[config.mk]
export PLATFORM = sky130hd
export DESIGN_NAME = serial_link
export DESIGN_NICKNAME = d
export VERILOG_FILES = /design/src/rtl/serial_link.sv
export SDC_FILE = /design/constraint.sdc
export NUM_CORES = 1
export LEC_CHECK = 0
export CORE_MARGIN = 4
export CORE_UTILIZATION = 45
export DETAILED_ROUTE_END_ITERATION = 10
export GPL_TIMING_DRIVEN = 0
export PLACE_DENSITY = 0.66
export SLEW_MARGIN = 40
export SYNTH_ARGS = -nofsm -noshare
export SYNTH_HDL_FRONTEND = slang
export SYNTH_SLANG_ARGS = --single-unit
[constraint.sdc]
create_clock -name clk -period 1.95 [get_ports clk]
set_input_delay 0.39 -clock clk [delete_from_list [all_inputs] [get_ports clk]]
set_output_delay 0.39 -clock clk [all_outputs]
set_load 0.02 [all_outputs]
[src/rtl/serial_link.sv]
// serial_link: full-duplex 8N1 serial link; define SERIAL_LINK_PARITY_EN to add an even-parity bit (8E1)
module serial_link #(
  parameter int BIT_PERIOD  = 16,
  parameter int SYNC_STAGES = 2
) (
  input  logic       clk,
  input  logic       reset,
  input  logic [7:0] data_in,
  input  logic       load,
  input  logic       transmit_enable,
  output logic       char_sent,
  output logic [7:0] data_out,
  output logic       char_received,
  output logic       serial_out,
  input  logic       serial_in
);
  localparam int CW = $clog2(BIT_PERIOD);
  localparam logic [CW-1:0] LAST = CW'(BIT_PERIOD - 1);
  localparam logic [CW-1:0] HALF = CW'(BIT_PERIOD / 2 - 1);
  localparam logic [2:0] S_IDLE  = 3'd0;
  localparam logic [2:0] S_START = 3'd1;
  localparam logic [2:0] S_DATA  = 3'd2;
  localparam logic [2:0] S_STOP  = 3'd3;
  localparam logic [2:0] S_WAIT  = 3'd4;
`ifdef SERIAL_LINK_PARITY_EN
  localparam logic [2:0] S_PAR   = 3'd5;
  localparam logic [2:0] S_TAIL  = S_PAR;
`else
  localparam logic [2:0] S_TAIL  = S_STOP;
`endif

  logic [2:0]    tx_state;
  logic [CW-1:0] tx_cnt;
  logic [2:0]    tx_bit;
  logic [7:0]    tx_shift;
  logic [7:0]    hold;
  logic          hold_valid;
  logic          tx_tick;
  logic          tx_take;
  logic          tx_tail;

  logic [SYNC_STAGES-1:0] sync;
  logic                   rx_s;
  logic [2:0]             rx_state;
  logic [CW-1:0]          rx_cnt;
  logic [2:0]             rx_bit;
  logic [7:0]             rx_shift;
  logic                   rx_mid;

`ifdef SERIAL_LINK_PARITY_EN
  logic tx_par;
  assign tx_tail = tx_par;
`else
  assign tx_tail = 1'b1;
`endif

  // bit-boundary, frame-start and mid-bit sample strobes
  always_comb begin
    tx_tick = tx_cnt == LAST;
    tx_take = (tx_state == S_IDLE) && hold_valid && transmit_enable;
    rx_s    = sync[SYNC_STAGES-1];
    rx_mid  = (rx_state == S_START) ? rx_cnt == HALF : rx_cnt == LAST;
  end

  // holding register: a new load always wins over consumption by the TX FSM
  always_ff @(posedge clk) begin
    if (reset) begin
      hold       <= '0;
      hold_valid <= 1'b0;
    end else begin
      hold       <= load ? data_in : hold;
      hold_valid <= load || (hold_valid && !tx_take);
    end
  end

  // TX FSM: start bit, 8 data bits LSB first, optional parity, stop bit
  always_ff @(posedge clk) begin
    if (reset) begin
      tx_state   <= S_IDLE;
      tx_cnt     <= '0;
      tx_bit     <= '0;
      tx_shift   <= '0;
      serial_out <= 1'b1;
      char_sent  <= 1'b0;
`ifdef SERIAL_LINK_PARITY_EN
      tx_par     <= 1'b0;
`endif
    end else begin
      char_sent <= 1'b0;
      tx_cnt    <= (tx_state == S_IDLE || tx_tick) ? '0 : tx_cnt + 1'b1;
      case (tx_state)
        S_IDLE: if (tx_take) begin
          tx_state   <= S_START;
          tx_shift   <= hold;
          tx_bit     <= '0;
          serial_out <= 1'b0;
`ifdef SERIAL_LINK_PARITY_EN
          tx_par     <= ^hold;
`endif
        end
        S_START: if (tx_tick) begin
          tx_state   <= S_DATA;
          serial_out <= tx_shift[0];
          tx_shift   <= {1'b0, tx_shift[7:1]};
        end
        S_DATA: if (tx_tick) begin
          tx_bit <= tx_bit + 1'b1;
          if (tx_bit == 3'd7) begin
            tx_state   <= S_TAIL;
            serial_out <= tx_tail;
          end else begin
            serial_out <= tx_shift[0];
            tx_shift   <= {1'b0, tx_shift[7:1]};
          end
        end
`ifdef SERIAL_LINK_PARITY_EN
        S_PAR: if (tx_tick) begin
          tx_state   <= S_STOP;
          serial_out <= 1'b1;
        end
`endif
        S_STOP: if (tx_tick) begin
          tx_state  <= S_IDLE;
          char_sent <= 1'b1;
        end
        default: tx_state <= S_IDLE;
      endcase
    end
  end

  // serial_in synchroniser, reset to the idle-high line level
  always_ff @(posedge clk) begin
    sync <= reset ? '1 : {sync[SYNC_STAGES-2:0], serial_in};
  end

  // RX FSM: mid-bit sampling; bad stop or parity waits for an idle line before re-arming
  always_ff @(posedge clk) begin
    if (reset) begin
      rx_state      <= S_IDLE;
      rx_cnt        <= '0;
      rx_bit        <= '0;
      rx_shift      <= '0;
      data_out      <= '0;
      char_received <= 1'b0;
    end else begin
      char_received <= 1'b0;
      rx_cnt        <= (rx_state == S_IDLE || rx_state == S_WAIT || rx_mid) ? '0 : rx_cnt + 1'b1;
      case (rx_state)
        S_IDLE: if (!rx_s) begin
          rx_state <= S_START;
          rx_bit   <= '0;
        end
        S_START: if (rx_mid) rx_state <= rx_s ? S_IDLE : S_DATA;
        S_DATA: if (rx_mid) begin
          rx_shift <= {rx_s, rx_shift[7:1]};
          rx_bit   <= rx_bit + 1'b1;
          if (rx_bit == 3'd7) rx_state <= S_TAIL;
        end
`ifdef SERIAL_LINK_PARITY_EN
        S_PAR: if (rx_mid) rx_state <= (rx_s == ^rx_shift) ? S_STOP : S_WAIT;
`endif
        S_STOP: if (rx_mid) begin
          if (rx_s) begin
            data_out      <= rx_shift;
            char_received <= 1'b1;
            rx_state      <= S_IDLE;
          end else begin
            rx_state <= S_WAIT;
          end
        end
        S_WAIT: if (rx_s) rx_state <= S_IDLE;
        default: rx_state <= S_IDLE;
      endcase
    end
  end
endmodule

==> metrics.md <==
| Metric | Value |
|---|---|
| Placement Rows | 26 |
| Core area | 0.00517 sq mm |
| Routed WL per cell | 13.3 microns |
| Clock insertion delay at the later pin of the skew report | 0.33 ns |
| Mux share of post-synthesis cell area | 0.122 |
| Initial DRC count | 54 |
| Worst R2R Start | tx_state[1]$_SDFFE_PP0P_ |
| Post-Synth Adder-Cell Area | 0.0568 |
| Root Buffer | clkbuf_8 |
| Register area share after synthesis | 0.471 |
| Critical Path Start | tx_state[1]$_SDFFE_PP0P_ |
| Pwr per Cell Area | 1070 mW/mm^2 |
| Fin area | 0.00298 sq mm |
| Pre-CTS setup slack | -0.137 ns |
| Cell count after placement | 338 |
| Max frequency | 547 MHz |
| Worst VDD drop | 0.734 mV |
| Switching Share | 0.298 |
| Data arrival, critical path | 2.08 ns |
| Initial antenna violation count | 0 |
| Synth unique cells | 46 |
| Port Buffers | 21 |
| Filler instances | 472 |
| Largest net degree at the start of global routing | 11 |
| Clock Skew | 0.00575 ns |
| Leading area contributor after synthesis | dfxtp_1 |
| Post-Syn Area | 0.00242 sq mm |
| Status | finished clean |
| Final ANT Viol Nets | 0 |
| Clock power share | 0.306 |
| Remaining DRCs | 0 |
| CP max stage delay | 0.40 ns |
| Critical path class | flop to flop |
| Reg power frac | 0.425 |
| Die area | 0.00662 sq mm |
| Leakage | 1.23 nW |
| Ys flop type | dfxtp_1 |
| Largest family of logic cells by synthesized area | simple AND/OR/NAND/NOR gates |
| Largest fanout on the critical path | 6 |
| Gate Count Post-Synth | 247 |
| Rel. slew slack | 0.585 |
| Placed inst area | 0.00272 sq mm |
| Aggregate global routing overflow | 0 |
| Tot Pwr | 3.20 mW |
| Reg2reg end | tx_shift[4]$_SDFFE_PP0P_ |
| Worst setup EP type | flop |
| Final worst setup slack | 0.122 ns |
| Syn Nets | 271 |
| Post-layout util | 0.576 |
| Post-Synth Simple-Gate Area | 0.184 |
| Logic pwr share | 0.269 |
| Total CTS buffers | 9 |
| Leading post-synthesis cells by cell area | dfxtp_1 47%, mux2i_1 11%, nor2_1 6.4% |
| Hold Crit Class | flop to flop |
| R2R depth | 7 |
| Detail Placement HPWL | 3240 microns |
| Worst slew pin tran | 0.622 ns |
| Critical Path RT | 2.20 ns |
| Final std cells w/o fill | 358 |
| Sw power | 953 uW |
| DIE HEIGHT | 81.4 microns |
| Cell Int Power | 2.25 mW |
| Initial DRT Pass Iterations | 4 |
| Clock transition at path regs | 0.06 ns |
| Via density | 5.16 |
| Hold slack final | 0.411 ns |
| CTS tree | yes |
| Hold Path Depth | 1 |
| Critical path's slowest cell | dfxtp_2 |
| First-pass GRT wire length | 8210 microns |
| Routability cong. | 0.808 |
| Min Tclk post-route | 1.83 ns |
| Initial Util | 0.468 |
| Routed WL | 4760 microns |
| Multi-input logic area | 0.00123 sq mm |
| Gr usage total | 0.164 |
| Fin. Hold Viols | 0 |
| Post-synth EDFFs | 0 |
| Synth Area per Inst | 9.81 sq um |
| Via count | 1847 |
| Nets | 307 |
| Synth Area in Compound Gates | 0.120 |
| Clock Sinks | 57 |
| Share of layout cells above drive strength 1 | 0.163 |
| Capture point of the worst path | tx_shift[4]$_SDFFE_PP0P_ |
| RSZ-0062 raised after global routing | no |
| Clock Path Buffers | 2 |
| Antenna cells | 0 |
| H-tree depth | 3 |
| # IOs | 24 |
| Final setup TNS | 0 ns |
| Startpoint types | flop |
| Register Area | 0.00114 sq mm |
| Pins Over Slew Limit | 0 |
| Yosys warnings | 0 |
| DIE WIDTH | 81.4 microns |
| Layout area overhead | 23.0% |
| Crit-path cells | inv_1, ha_1, or2_4, a311oi_4, buf_4, nor2_1, a211oi_1 |
| Vias in the first global route | 1828 |
| Share of the synthesized area in the top cell type | 0.471 |
| Async S/R FF share, synth | 0 |
| Number of max-cap violations | 0 |
| Reg2reg setup slack | 0.12 ns |
| Xor/xnor share of the synthesized area | 0.0108 |
| Final setup viols | 0 |
| Period utilization | 0.937 |
| FF+latch count, synth | 57 |
==> routing by layer <==
| layer | GRT usage | share of wire |
|---|---|---|
| met1 | 0.195 | 0.48 |
| met2 | 0.268 | 0.47 |
| met3 | 0.0599 | 0.036 |
| met4 | 0.0659 | 0.013 |
| met5 | 0 | 0 |
==> placed cells by master, fill, tap and decap left out, types with 3 or more instances in the layout <==
cell type / n
clkinv_2: 3
mux2i_1: 27
clkdlybuf4s50_1: 21
buf_2: 3
clkbuf_8: 11
ha_1: 8
clkbuf_1: 7
nand2_1: 23
a211oi_2: 4
a21oi_1: 11
buf_4: 5
a22oi_1: 3
nor2_1: 41
inv_1: 3
nor3_1: 4
dfxtp_1: 55
nand3_1: 4
a211oi_1: 4
==> worst max-delay path: cells and delay by family (launching register included) <==
| family | cells | cell delay [ns] |
|---|---|---|
| compound gates | 2 | 0.57 |
| flops | 1 | 0.40 |
| simple gates | 2 | 0.30 |
| buf+inv | 2 | 0.27 |
| fa+ha+maj | 1 | 0.21 |
==> kinds of logic (layout without fill, tap and decap cells) <==
kind of cell             after synthesis  in the layout
flip-flops                            57             57
AO/OA/AOI/OAI                         36             36
XOR/XNOR                               3              3
AND/OR/NAND/NOR                       93             93
adder cells (fa/ha/maj)               11             11
multiplexers                          29             29
buffers and inverters                 18             59
==> sequential cells by signal (all words and copies together) (netlist names), 2 cells and up <==
signal / flops
tx_bit: 3
rx_shift: 8
data_out: 8
rx_cnt: 4
rx_state: 3
tx_cnt: 4
hold: 8
sync: 2
tx_state: 2
tx_shift: 8
rx_bit: 3
==> power by group through the flow <==
stage	sequential, mW	combinational (mW)	clock [mW]
4_1_cts	1.36	0.761	1.01
3_5_place_dp	1.38	0.742	0
5_1_grt	1.37	0.941	1.06
6_report	1.36	0.860	0.979
3_3_place_gp	1.37	0.723	0
2_1_floorplan	1.37	0.580	0
==> cell type report <==
class / instances / share of cell area
well taps: 70 / 0.0294
multi-input cells: 172 / 0.415
inverters: 3 / 0.00378
plain buffers: 13 / 0.0227
clock inverters: 5 / 0.0101
flip-flops and latches: 57 / 0.384
clock buffers: 11 / 0.0508
repair buffers: 27 / 0.0848
==> worst min path at each step <==
stage,from,to
after floorplan,sync[0]$_SDFF_PP1_,sync[1]$_SDFF_PP1_
after global routing,sync[0]$_SDFF_PP1_,sync[1]$_SDFF_PP1_
after detailed placement,sync[0]$_SDFF_PP1_,sync[1]$_SDFF_PP1_
final,sync[0]$_SDFF_PP1_,sync[1]$_SDFF_PP1_
after CTS,sync[0]$_SDFF_PP1_,sync[1]$_SDFF_PP1_
after global placement,sync[0]$_SDFF_PP1_,sync[1]$_SDFF_PP1_
==> timing repair <==
item                       4_1_cts  5_1_grt
pin swaps                        1        1
gates cloned                     0        1
setup endpoints to repair        8       13
resized for setup                2        8
buffers inserted                 1        4
hold buffers                     0        0
==> Yosys cell counts (2+ instances only) <==
cell,n
a211o_1,2
nand4b_1,2
a211oi_2,2
buf_6,2
a22o_1,2
a22oi_1,3
or3_1,2
nand3b_1,2
nor4_1,2
a21oi_1,12
nor3_1,4
xnor2_1,2
clkbuf_1,9
buf_2,2
ha_1,11
nand2_1,23
dfxtp_1,57
nor4b_1,2
nand4_1,2
mux2i_1,27
or2_2,2
nor2_1,41
a211oi_1,6
nand3_1,4
inv_1,3
(Power assumes the default switching activity.)
